<file path="src/rtl/serial_frame_deserializer_if.sv">
// Output-side valid/ready bus of the serial frame deserializer.
// The master drives the assembled word and status pulses; the slave returns ready.
interface serial_frame_deserializer_if #(
  parameter int WIDTH = 8
);
  logic [WIDTH-1:0] data_out;
  logic             valid_out;
  logic             ready_in;
  logic             parity_err;
  logic             frame_err;
  logic             overrun;

  modport master (
    output data_out,
    output valid_out,
    output parity_err,
    output frame_err,
    output overrun,
    input  ready_in
  );

  modport slave (
    input  data_out,
    input  valid_out,
    input  parity_err,
    input  frame_err,
    input  overrun,
    output ready_in
  );
endinterface

</file>
<file path="src/rtl/serial_frame_deserializer.sv">
// Serial frame deserializer: start bit (1), WIDTH data bits LSB-first,
// optional even-parity bit, stop bit (0). Good frames are presented as one
// held parallel word on a valid/ready bus; badly framed words are discarded
// with a frame_err pulse, and good frames arriving while the word is still
// held are dropped with an overrun pulse.
module serial_frame_deserializer #(
  parameter int WIDTH     = 8,
  parameter int PARITY_EN = 1
) (
  input  logic                          clk,
  input  logic                          rst,
  input  logic                          i_d,
  serial_frame_deserializer_if.master   bus
);

  localparam int CW = (WIDTH > 2) ? $clog2(WIDTH) : 1;

  typedef enum logic [1:0] {
    S_IDLE   = 2'd0,
    S_DATA   = 2'd1,
    S_PARITY = 2'd2,
    S_STOP   = 2'd3
  } state_t;

  // Even parity over the data word and the received parity bit; 1 = mismatch.
  function automatic logic parity_mismatch(input logic [WIDTH-1:0] data, input logic par);
    parity_mismatch = (^data) ^ par;
  endfunction

  state_t           r_state;
  logic [CW-1:0]    r_cnt;
  logic [WIDTH-1:0] r_shift;
  logic             r_par;
  logic [WIDTH-1:0] r_data;
  logic             r_valid;
  logic             r_perr;
  logic             r_ferr;
  logic             r_ovr;
  logic             w_accept;
  logic             w_perr_new;

  // A held word leaves the output at an edge where valid and ready are both high.
  assign w_accept   = r_valid & bus.ready_in;
  assign w_perr_new = (PARITY_EN != 0) ? parity_mismatch(r_shift, r_par) : 1'b0;

  assign bus.data_out   = r_data;
  assign bus.valid_out  = r_valid;
  assign bus.parity_err = r_perr;
  assign bus.frame_err  = r_ferr;
  assign bus.overrun    = r_ovr;

  // Frame FSM plus registered output word, handshake and status pulses.
  always_ff @(posedge clk or posedge rst) begin
    if (rst) begin
      r_state <= S_IDLE;
      r_cnt   <= '0;
      r_shift <= '0;
      r_par   <= 1'b0;
      r_data  <= '0;
      r_valid <= 1'b0;
      r_perr  <= 1'b0;
      r_ferr  <= 1'b0;
      r_ovr   <= 1'b0;
    end else begin
      // Status pulses last exactly one cycle.
      r_ferr <= 1'b0;
      r_ovr  <= 1'b0;
      // Consumer takes the word; a load in STOP below may refill it at this same edge.
      if (w_accept) begin
        r_valid <= 1'b0;
      end else begin
        r_valid <= r_valid;
      end

      case (r_state)
        S_IDLE: begin
          if (i_d) begin
            r_state <= S_DATA;
            r_cnt   <= '0;
          end else begin
            r_state <= S_IDLE;
          end
        end
        S_DATA: begin
          // Shift right so the first (LSB) bit ends up in bit 0.
          r_shift <= {i_d, r_shift[WIDTH-1:1]};
          r_cnt   <= r_cnt + 1'b1;
          if (r_cnt == CW'(WIDTH - 1)) begin
            r_state <= (PARITY_EN != 0) ? S_PARITY : S_STOP;
          end else begin
            r_state <= S_DATA;
          end
        end
        S_PARITY: begin
          r_par   <= i_d;
          r_state <= S_STOP;
        end
        S_STOP: begin
          // Stop bit of 1 is a framing error and is never reused as a start bit.
          r_state <= S_IDLE;
          if (!i_d) begin
            if (!r_valid || w_accept) begin
              r_data  <= r_shift;
              r_perr  <= w_perr_new;
              r_valid <= 1'b1;
            end else begin
              r_ovr <= 1'b1;
            end
          end else begin
            r_ferr <= 1'b1;
          end
        end
        default: begin
          r_state <= S_IDLE;
          r_cnt   <= '0;
        end
      endcase
    end
  end

endmodule
</file>
<file path="src/flat_wrapper.sv">
// flat-port wrapper written by rule: the top's interface ports become plain ports
module serial_frame_deserializer_flat 
#(
  parameter int WIDTH     = 8,
  parameter int PARITY_EN = 1
)
  (clk, rst, i_d, bus_data_out, bus_valid_out, bus_parity_err, bus_frame_err, bus_overrun, bus_ready_in);
  serial_frame_deserializer_if #(.WIDTH(WIDTH)) bus_i ();
  input  logic clk;
  input  logic rst;
  input  logic i_d;
  output wire logic [$bits(bus_i.data_out)-1:0] bus_data_out;
  output wire logic [$bits(bus_i.valid_out)-1:0] bus_valid_out;
  output wire logic [$bits(bus_i.parity_err)-1:0] bus_parity_err;
  output wire logic [$bits(bus_i.frame_err)-1:0] bus_frame_err;
  output wire logic [$bits(bus_i.overrun)-1:0] bus_overrun;
  input wire logic [$bits(bus_i.ready_in)-1:0] bus_ready_in;
  assign bus_data_out = bus_i.data_out;
  assign bus_valid_out = bus_i.valid_out;
  assign bus_parity_err = bus_i.parity_err;
  assign bus_frame_err = bus_i.frame_err;
  assign bus_overrun = bus_i.overrun;
  assign bus_i.ready_in = bus_ready_in;
  serial_frame_deserializer #(.WIDTH(WIDTH), .PARITY_EN(PARITY_EN)) u_core (.clk(clk), .rst(rst), .i_d(i_d), .bus(bus_i));
endmodule
</file>
<file path="config.mk">
export PLATFORM = sky130hd
export DESIGN_NAME = serial_frame_deserializer_flat
export DESIGN_NICKNAME = d
export VERILOG_FILES = /design/src/rtl/serial_frame_deserializer_if.sv /design/src/rtl/serial_frame_deserializer.sv /design/src/flat_wrapper.sv
export SDC_FILE = /design/constraint.sdc
export NUM_CORES = 1
export LEC_CHECK = 0
export ABC_AREA = 0
export BUFFER_PORTS_ARGS = -buffer_cell sky130_fd_sc_hd__buf_4
export CAP_MARGIN = 40
export CORE_MARGIN = 2
export CORE_UTILIZATION = 54
export DETAILED_ROUTE_END_ITERATION = 10
export PLACE_DENSITY = 0.82
export SYNTH_ARGS = -nofsm -noshare
export SYNTH_HDL_FRONTEND = slang
export SYNTH_SLANG_ARGS = --single-unit
</file>
<file path="constraint.sdc">
create_clock -name clk -period 1.9 [get_ports clk]
set_input_delay 0.095 -clock clk [delete_from_list [all_inputs] [get_ports clk]]
set_output_delay 0.095 -clock clk [all_outputs]
set_load 0.01 [all_outputs]
</file>
## Word level (Yosys, flattened, before mapping)

Cells that the tools add are included.

| word-level totals | value |
|---|---|
| bits in registers | 26 |
| input port bits | 4 |
| output and inout port bits | 12 |
| logic and storage cells | 39 |

| operators by class | value |
|---|---|
| add/subtract/negate cells | 1 |
| eq/ne operators | 5 |
| multiplexer cells | 14 |
| bitwise logic cells | 3 |
| reduce and logical (&&, ||, !) cells | 7 |

Operators by type and width:

| cell | count |
|---|---|
| 2-to-1 mux 1 bit | 10 |
| one-hot mux 2 bit (4 select lines) | 1 |
| XOR reduction 8 bit | 1 |
| one-hot mux 3 bit (2 select lines) | 1 |
| == test 2 bit, second input constant | 2 |
| adder 3 x 1 -> 3 bit, second input constant | 1 |
| == test 3 bit, second input constant | 1 |
| 2-to-1 mux 3 bit | 1 |
| AND reduction 3 bit | 1 |
| == test 2 x 1 -> 1 bit, second input constant | 1 |
| zero test 2 bit | 1 |
| 2-to-1 mux 2 bit | 1 |
| inequality test 2 bit, second input constant | 1 |
| AND reduction 2 bit | 1 |
| nonzero test 2 bit | 1 |
| AND 1 bit | 1 |
| zero test 1 bit | 1 |
| logical OR 1 bit | 1 |
| inverter 1 bit | 1 |
| XOR 1 bit | 1 |

## Depth between registers and ports, before layout

Gate-level depths: netlist of run 1.

| depth | value |
|---|---|
| depth after elaboration | 5 |
| gate-level depth with buffers | 4 |
| depth with buffers taken out | 4 |

## Worst setup path after synthesis of run 1

Ideal clock, no wire load.

| timing | value |
|---|---|
| kind | register to register |
| start | register u_core.r_shift[4] |
| end | register u_core.r_perr, in the netlist u_core.bus.parity_err |
| library setup time | 0.125 ns |
| data arrival time | 1.313 ns |
| required time | 1.775 ns |
| slack | 0.462 ns |
| stages on the path, launching flop included | 5 |
| path buffers | 0 |
| clock period less this slack | 1.438 ns |
| path through | dfrtp_1 -> xnor2_1 -> xnor3_1 -> xnor2_1 -> mux2_4 |

| between the ends | value |
|---|---|
| word-level cells in the longest chain between the ends | 2 |

Ends and longest elaborated chain:

| element | RTL line | text |
|---|---|---|
| from (decl) | serial_frame_deserializer.sv:32 | `logic [WIDTH-1:0] r_shift;` |
| from (signal assigned) | serial_frame_deserializer.sv:86 | `r_shift <= {i_d, r_shift[WIDTH-1:1]};` |
| XOR reduction 8 bit | serial_frame_deserializer.sv:27 | `parity_mismatch = (^data) ^ par;` |
| XOR 1 bit | serial_frame_deserializer.sv:27 |  |
| to (signal assigned) | serial_frame_deserializer.sv:104 | `r_perr <= w_perr_new;` |
| to (decl) | serial_frame_deserializer.sv:36 | `logic r_perr;` |

Every way passes these cells.
A chain may end at the register's enable or synchronous reset.

## Worst setup path in the final report of run 1

Ends and elaborated chain as after synthesis.

==> impl_metrics.json, run 1 <==
{
  "slowest_delay_ps": 440,
  "synth_nets": 97,
  "drcViolationCount": 0,
  "grt_pass1_wl_um": 2890,
  "h-tree-depth": 1,
  "first_pass_iters": 4,
  "leakage_nw": 0.655,
  "min_period_over_period_pct": 79.5,
  "hpwl_um": 1160,
  "syn-instance-count": 91,
  "place_congestion": 0.739,
  "clkLatencyLatePin_ps": 310,
  "cp_cell_sequence": "xnor2_1, xnor3_1, xnor2_1, mux2_4",
  "gr-usage-all-layers_pct": 16.1,
  "yosys_warnings": 0,
  "ys_ff_latch": 26,
  "synth_xor_area_share_pct": 6.97,
  "setup_ws_ps": 389,
  "finalCriticalPeriod_ps": 1510,
  "grt_pass1_vias": 675,
  "min_from": "i_d",
  "ant_nets": 0,
  "die_height_um": 48.7,
  "wl_per_cell_um": 12.0,
  "synth_top_area_cell": "dfrtp_1",
  "fmax_mhz": 662,
  "final.setup.tns_ps": 0,
  "cts_tree": "built",
  "r2r-start": "u_core.r_shift[4]",
  "p_per_area_nw_per_um2": 1670,
  "ir_drop_mv": 0.883,
  "cp-end-kind": "flop",
  "status": "finished, final reports clean",
  "place_inst": 133,
  "path_class": "flop to flop",
  "rows": 16,
  "die_area_sq_um": 2370,
  "clkSinkCount": 26,
  "ios": 16,
  "slew_violations": 0,
  "stdcell_count": 137,
  "cp_slowest_cell": "dfrtp_1",
  "via_count": 676,
  "rrSetupSlack_ps": 390,
  "wl_um": 1640,
  "hold_viol": 0,
  "drive_gt1_share_pct": 28.2,
  "pre_cts_ws_ps": 404,
  "start_util_pct": 56.1,
  "netlist_area_sq_um": 1080,
  "synth_compound_area_share_pct": 3.37,
  "cts_buffers": 3,
  "synthTopCellsByArea": "dfrtp_1, nand2_1, mux2_2, xnor2_1, ha_1",
  "antenna-diode-count": 0,
  "cp_max_fo": 4,
  "crit_top_cell": "xnor2_1",
  "die_width_um": 48.7,
  "synth_fa_ha_area_share_pct": 2.32,
  "synth_cell_types": 20,
  "startpoint_type": "flop",
  "portBuffers": 15,
  "cts_root_buffer": "clkbuf_4",
  "synth_top_family_by_area": "simple AND/OR/NAND/NOR gates",
  "required_ps": 2110,
  "tightest_slew_ps": 396,
  "hp-class": "input pin to flop",
  "grt-ovfl-total": 0,
  "synth.area.mux_share_pct": 10.8,
  "setup_viol": 0,
  "vias_per_cell": 4.93,
  "holdWs_ps": 21.8,
  "crit_arrival_ps": 1720,
  "drtIter0Drc": 18,
  "rsz0062_at_grt": "false",
  "max-slew-margin-rel_pct": 73.6,
  "synth_top_cell_area_share_pct": 60.4,
  "cts.clk_slew.worst_paths_ps": 120,
  "worstSetupStartpoint": "u_core.r_shift[4]",
  "layout.nets": 118,
  "synthSimpleGateAreaFrac_pct": 14.6,
  "yosysSeqAreaShare_pct": 60.4,
  "antenna_found_initial": 0,
  "core_area_sq_um": 1920,
  "syn2layout_area_growth_pct": 17.5,
  "syn_area_per_cell_sq_um": 11.8,
  "maxCapViolCount": 0,
  "grt_max_degree": 27,
  "clock_path_buffers": 2,
  "fill_cells": 152,
  "clock_skew_ps": 9.07
}
report_power, final:
part	switching [mW]	total, mW	leakage (nW)	internal, mW
Combinational	0.388	0.935	0.311	0.547
Clock	0.149	0.223	0.0138	0.0741
Sequential	0.176	0.956	0.330	0.780
Total	0.714	2.11	0.655	1.40
per-stage QoR:
stage | power [mW] | util, % | instance area, sq um
2_1_floorplan | 1.63 | - | 1080
3_3_place_gp | 1.88 | 64.2 | 1230
3_5_place_dp | 1.92 | 64.2 | 1230
4_1_cts | 2.14 | 65.9 | 1270
5_1_grt | 2.30 | 65.9 | 1270
6_report | 2.11 | 65.9 | 1270
worst paths after layout:
kind	endpoint	cells past startpoint
setup / recovery	u_core.bus.parity_err	4
hold / removal	u_core.r_shift[7]	3
setup reg to reg	u_core.bus.parity_err	4
hold reg to reg	u_core.bus.data_out[4]	1
max in group asynchronous	u_core.r_shift[6]	4
min in group asynchronous	u_core.bus.data_out[2]	4
worst max-delay path: cells and delay by family, from the launching register on:
family	cells	cell delay (ps)
flip-flops	1	440
multiplexers	1	250
XOR/XNOR	3	720
Yosys cell counts:
| library cell | instances |
|---|---|
| nor2b_1 | 2 |
| nand2b_1 | 3 |
| dfrtp_1 | 26 |
| o21ai_0 | 1 |
| mux2_4 | 1 |
| o21bai_1 | 1 |
| xor2_1 | 1 |
| a22o_1 | 2 |
| ha_1 | 2 |
| buf_2 | 1 |
| nor2_1 | 2 |
| and3_1 | 1 |
| mux2_2 | 9 |
| nand2_1 | 28 |
| xnor3_1 | 1 |
| xnor2_1 | 5 |
| nand3b_1 | 1 |
| o22ai_1 | 1 |
| clkbuf_1 | 2 |
| inv_1 | 1 |
cell families after synthesis:
group	Yosys count
simple gates	37
flops	26
xor+xnor	7
buf+inv	4
mux	10
fa+ha+maj	2
compound gates	5
layer usage:
| layer | GRT usage, % | share of wire, % | routed length (um) |
|---|---|---|---|
| met4 | 7.14 | 2.1 | 34 |
| met5 | 0 | 0 | 0 |
| met3 | 2.78 | 3.7 | 61 |
| met1 | 20.3 | 46 | 757 |
| met2 | 27.2 | 48 | 787 |
layout by cell type, fill, tap and decap left out, types with 2 or more instances in the layout:
| cell type | Yosys | routed |
|---|---|---|
| a22o_1 | 2 | 2 |
| mux2_2 | 9 | 9 |
| dfrtp_1 | 26 | 26 |
| buf_4 | 0 | 18 |
| xnor2_1 | 5 | 5 |
| clkbuf_4 | 0 | 3 |
| nand2_1 | 28 | 28 |
| ha_1 | 2 | 2 |
| nand2b_1 | 3 | 3 |
| nor2_1 | 2 | 2 |
| nor2b_1 | 2 | 2 |
cell type report:
cell class                 instances  area, sq um  area share, %
inverter                           1         3.75          0.296
tap                               27         33.8           2.67
timing repair buffer              19          145           11.5
multi-input combinational         61          410           32.4
sequential                        26          651           51.4
clock buffer                       3         22.5           1.78
state kept, by name, summed over array words and instances (netlist names), named ones only:
register,cells
u_core.bus.parity_err,1
u_core.r_cnt,3
u_core.bus.data_out,8
u_core.bus.valid_out,1
u_core.r_shift,8
u_core.r_state,1
u_core.r_par,1
u_core.bus.frame_err,1
u_core.bus.overrun,1
repair_timing:
action	4_1_cts	5_1_grt
gates resized for setup	0	0
hold buffers	1	0
buffers inserted	0	0
endpoints found under the hold margin	26	0
Power figures use the tool's default switching activity.
==> run 2, diff against run 1 <==
- clock period: 1.9 -> 1.45 ns (I/O delays scaled with it)
==> run 2 against run 1 <==
The flow now finishes with violations (setup timing). First-iteration DRC count shrank 72%. Non-clock buffer count grew 5. Routed wire length grew 11%. Register-to-register slack lost 430 ps. Fmax grew 1.5%. Global-route usage grew 2.0 points. Critical path type unchanged. Hold slack lost 1.4 ps. Sequential share of layout area shrank 2.5 points. Largest power group is now combinational logic.
==> impl_metrics.json, run 2 (same netlist as run 1, synthesis figures left out) <==
{
  "die_height_um": 48.7,
  "cts_root_buffer": "clkbuf_4",
  "r2r_cells": 4,
  "hp-class": "input pin to flop",
  "fmax_mhz": 672,
  "grt-ovfl-total": 0,
  "antenna-diode-count": 0,
  "clkSinkCount": 26,
  "die_area_sq_um": 2370,
  "start_util_pct": 56.1,
  "drtIter0Drc": 5,
  "ir_drop_mv": 1.47,
  "syn2layout_area_growth_pct": 23.5,
  "violations": "setup timing",
  "grt_pass1_vias": 718,
  "vias_per_cell": 4.92,
  "antenna_found_initial": 0,
  "final.setup.tns_ps": -38.5,
  "status": "finished with violations",
  "portBuffers": 15,
  "worstHoldPathCells": 3,
  "setup_viol": 1,
  "required_ps": 1670,
  "leakage_nw": 0.694,
  "r2r-start": "u_core.r_shift[4]",
  "drcViolationCount": 0,
  "h-tree-depth": 1,
  "max-slew-margin-rel_pct": 68.3,
  "hold_viol": 0,
  "intPower_mw": 1.97,
  "crit_arrival_ps": 1700,
  "cts_buffers": 3,
  "min_from": "bus_ready_in",
  "maxCapViolCount": 0,
  "clock_skew_ps": 1.46,
  "wl_per_cell_um": 12.8,
  "drive_gt1_share_pct": 32.8,
  "grt_max_degree": 27,
  "min_period_over_period_pct": 103,
  "wl_um": 1830,
  "grt_pass1_wl_um": 3240,
  "startpoint_type": "flop",
  "finalCriticalPeriod_ps": 1490,
  "place_congestion": 0.725,
  "switchingPower_uw": 997,
  "p_clk_share_pct": 12.0,
  "tightest_slew_ps": 474,
  "hpwl_um": 1210,
  "hold_path_end": "u_core.bus.overrun",
  "core_area_sq_um": 1920,
  "worstSetupStartpoint": "u_core.r_shift[4]",
  "cp-end-kind": "flop",
  "rsz0062_at_grt": "true",
  "p_per_area_nw_per_um2": 2230,
  "rows": 16,
  "ant_nets": 0,
  "gr-usage-all-layers_pct": 18.1,
  "first_pass_iters": 4,
  "slew_violations": 0,
  "pwr-share-comb_pct": 45.6,
  "seqPwrFrac_pct": 42.4,
  "cp_max_fo": 2,
  "final_common_cell": "nand2_1",
  "cts_tree": "built",
  "path_class": "flop to flop",
  "rrSetupSlack_ps": -40,
  "total_power_mw": 2.97,
  "stdcell_count": 143,
  "via_count": 703,
  "ios": 16,
  "final_cell_mix": "nand2_1, dfrtp_1, buf_4",
  "setup_ws_ps": -38.5,
  "clock_path_buffers": 2,
  "layout.nets": 123,
  "place_inst": 135,
  "clkLatencyLatePin_ps": 310,
  "cts.clk_slew.worst_paths_ps": 130,
  "r2r_end": "u_core.bus.parity_err",
  "p_sw_share_pct": 33.6,
  "die_width_um": 48.7
}
## run 2: cell types whose count changed in the layout (fill, tap and decap cells not counted), sizes merged
cell / change
buf: +4
clkbuf: +1
dlygate4sd3: +1
## run 2: critical path: stages, from the launching register on
cell and delay [ps]:
dfrtp_1 410, xnor2_1 160, xnor3_1 420, xnor2_1 140, mux2_4 260
## run 2: metal layers
metal / global-route usage [%] / wire length, um / part of all wire [%] / up-vias
li1: - / - / - / 347
met1: 22.0 / 846 / 46 / 340
met2: 29.9 / 881 / 48 / 12
met3: 4.01 / 58 / 3.2 / 4
met4: 10.0 / 40 / 2.2 / 0
met5: 0 / 0 / 0 / -
## run 2: through the flow
step	area [sq um]	util (%)	hold WS (ps)	setup slack, ps
after floorplan	1080	-	113	11.5
after global placement	1250	65.0	143	19.8
after detailed placement	1250	65.0	150	-20.9
after CTS	1320	68.7	18.1	-38.3
after global routing	1330	69.2	19.6	-84.8
final	1330	69.2	20.5	-38.5
## run 2: worst max path at each step
stage                                 end  cells past startpoint  slack, ps
detailed placement  u_core.bus.parity_err                      4        -20
floorplan           u_core.bus.parity_err                      4         10
global placement    u_core.bus.parity_err                      4         20
CTS                 u_core.bus.parity_err                      4        -40
global route        u_core.bus.parity_err                      4        -80
finish              u_core.bus.parity_err                      4        -40
## run 2: repair_timing
item / in CTS / in global routing
gates resized for setup: 1 / 1
pin swaps: 0 / 0
buffers inserted: 1 / 1
hold buffers: 2 / 0
setup endpoints to repair: 1 / 13
hold endpoints to repair: 27 / 0
## run 2: cell type report
cell class	instances	area [sq um]
tap	27	33.8
sequential	26	651
inverter	1	3.75
multi-input combinational	61	420
fill	147	592
clock buffer	4	36.3
timing repair buffer	24	185
## run 2: power groups by stage
stage,clock (mW),sequential [mW],combinational (mW)
2_1_floorplan,0,1.28,0.848
3_3_place_gp,0,1.23,1.26
3_5_place_dp,0,1.26,1.30
4_1_cts,0.365,1.25,1.35
5_1_grt,0.402,1.30,1.49
6_report,0.356,1.26,1.35
==> run 3, diff against run 2 <==
- CORE_MARGIN: 2 -> 3
==> run 3 against run 2 <==
The run still ends with setup timing left. Final area fell by 0.19%. Via count shrank 1.8%. Critical path depth did not move. Fmax down 1.4%. Power is 3.4% higher. Sequential share of layout area up 0.28 points. Global-route usage decreased by 2.9 points. Die area grew 8.4%. Sequential cell count is the same. Routed wire length shrank 1.0%. Hold slack better by 5.9 ps. Cell count fell by 2.8%. Critical endpoint unchanged.
==> impl_metrics.json, run 3 (same netlist as run 1, synthesis figures left out) <==
{
  "p_clk_share_pct": 16.0,
  "clock_skew_ps": 15.9,
  "p_per_area_nw_per_um2": 2310,
  "pre_cts_ws_ps": -49.2,
  "cts_root_buffer": "clkbuf_4",
  "syn2layout_area_growth_pct": 23.2,
  "antenna-diode-count": 0,
  "rrSetupSlack_ps": -60,
  "p_sw_share_pct": 32.7,
  "place_area_sq_um": 1250,
  "clkLatencyLatePin_ps": 320,
  "seqPwrFrac_pct": 40.7,
  "gr-usage-all-layers_pct": 15.2,
  "cts_tree": "built",
  "path_class": "flop to flop",
  "final_cell_area_sq_um": 1330,
  "ant_nets": 0,
  "die_width_um": 50.7,
  "switchingPower_mw": 1.00,
  "cp_max_fo": 2,
  "stdcell_count": 139,
  "cts_buffers": 3,
  "cts_setup_buffers": 0,
  "antenna_found_initial": 0,
  "setup_viol": 1,
  "hp-class": "input pin to flop",
  "clock_path_buffers": 2,
  "total_power_mw": 3.07,
  "status": "finished with violations",
  "wl_um": 1810,
  "die_height_um": 50.7,
  "fmax_mhz": 662,
  "start_util_pct": 59.8,
  "drcViolationCount": 0,
  "layout.nets": 121,
  "via_count": 690,
  "min_period_over_period_pct": 104,
  "wl_per_cell_um": 13.0,
  "slew_violations": 0,
  "die_area_sq_um": 2570,
  "h-tree-depth": 1,
  "vias_per_cell": 4.96,
  "grt-ovfl-total": 0,
  "crit_arrival_ps": 1740,
  "place_congestion": 0.749,
  "finalCriticalPeriod_ps": 1510,
  "cts.clk_slew.worst_paths_ps": 150,
  "drive_gt1_share_pct": 32.5,
  "grt_pass1_wl_um": 2840,
  "fill_cells": 139,
  "clkSinkCount": 26,
  "startpoint_type": "flop",
  "setup_ws_ps": -59.7,
  "intPower_mw": 2.07,
  "grt_max_degree": 27,
  "grt_pass1_vias": 650,
  "rsz0062_at_grt": "true",
  "first_pass_iters": 4,
  "tightest_slew_ps": 447,
  "ir_drop_mv": 1.44,
  "core_area_sq_um": 1800,
  "drtIter0Drc": 13,
  "ios": 16,
  "portBuffers": 15,
  "cp-end-kind": "flop",
  "max-slew-margin-rel_pct": 70.1,
  "multi_input_area_sq_um": 417,
  "hpwl_um": 1280,
  "leakage_nw": 0.686,
  "final_cell_mix": "nand2_1, dfrtp_1, buf_4",
  "maxCapViolCount": 0,
  "pwr-share-comb_pct": 43.3,
  "required_ps": 1680,
  "place_inst": 133,
  "final_common_cell": "nand2_1",
  "rows": 15,
  "hold_viol": 0,
  "seq_area_sq_um": 653,
  "violations": "setup timing",
  "final.setup.tns_ps": -59.7
}
[run 3: routing by layer]
| layer | up-vias | track usage [%] | wire, um |
|---|---|---|---|
| met4 | 0 | 8.07 | 32 |
| met5 | - | 0 | 0 |
| met1 | 323 | 18.4 | 831 |
| met3 | 4 | 2.97 | 97 |
| li1 | 339 | - | - |
| met2 | 24 | 25.4 | 846 |
[run 3: worst max-delay path, cell delays in order, from the launching register on]
cell and delay, ps:
dfrtp_1 420, xnor2_1 170, xnor3_1 430, xnor2_1 140, mux2_4 260
[run 3: path summary, 6_finish.rpt]
kind                                    from                          to  depth (start not counted)
max                        u_core.r_shift[5]       u_core.bus.parity_err                          4
min reg2reg                  u_core.r_cnt[0]             u_core.r_cnt[0]                          1
max in group asynchronous                rst  asynchronous set/reset pin                          4
min                             bus_ready_in          u_core.bus.overrun                          3
min in group asynchronous                rst                u_core.r_par                          4
max reg2reg                u_core.r_shift[5]       u_core.bus.parity_err                          4
[run 3: area by class of cell]
class	instances	share of cell area, %
Tap cell	25	2.36
Multi-Input combinational cell	61	31.4
Inverter	1	0.283
Timing Repair Buffer	22	12.8
Clock buffer	3	1.70
Sequential cell	26	49.2
Clock inverter	1	2.26
[run 3: repair_timing]
action	CTS	global route
resized for setup	0	4
hold buffers	2	0
endpoints found under the hold margin	27	0
setup endpoints to repair	1	15
pin swaps	1	0
[run 3: through the flow]
stage | utilization (%) | hold WS, ps
after floorplan | - | 113
after global placement | 69.2 | 145
after detailed placement | 69.2 | 149
after CTS | 73.2 | 21.0
after global routing | 73.7 | 37.3
final | 73.7 | 26.3
[run 3: power groups by stage]
stage	registers (mW)	clock network (mW)	logic, mW
floorplan	1.28	0	0.848
global placement	1.24	0	1.26
detailed placement	1.26	0	1.32
CTS	1.25	0.497	1.33
global route	1.29	0.536	1.44
finish	1.25	0.490	1.33
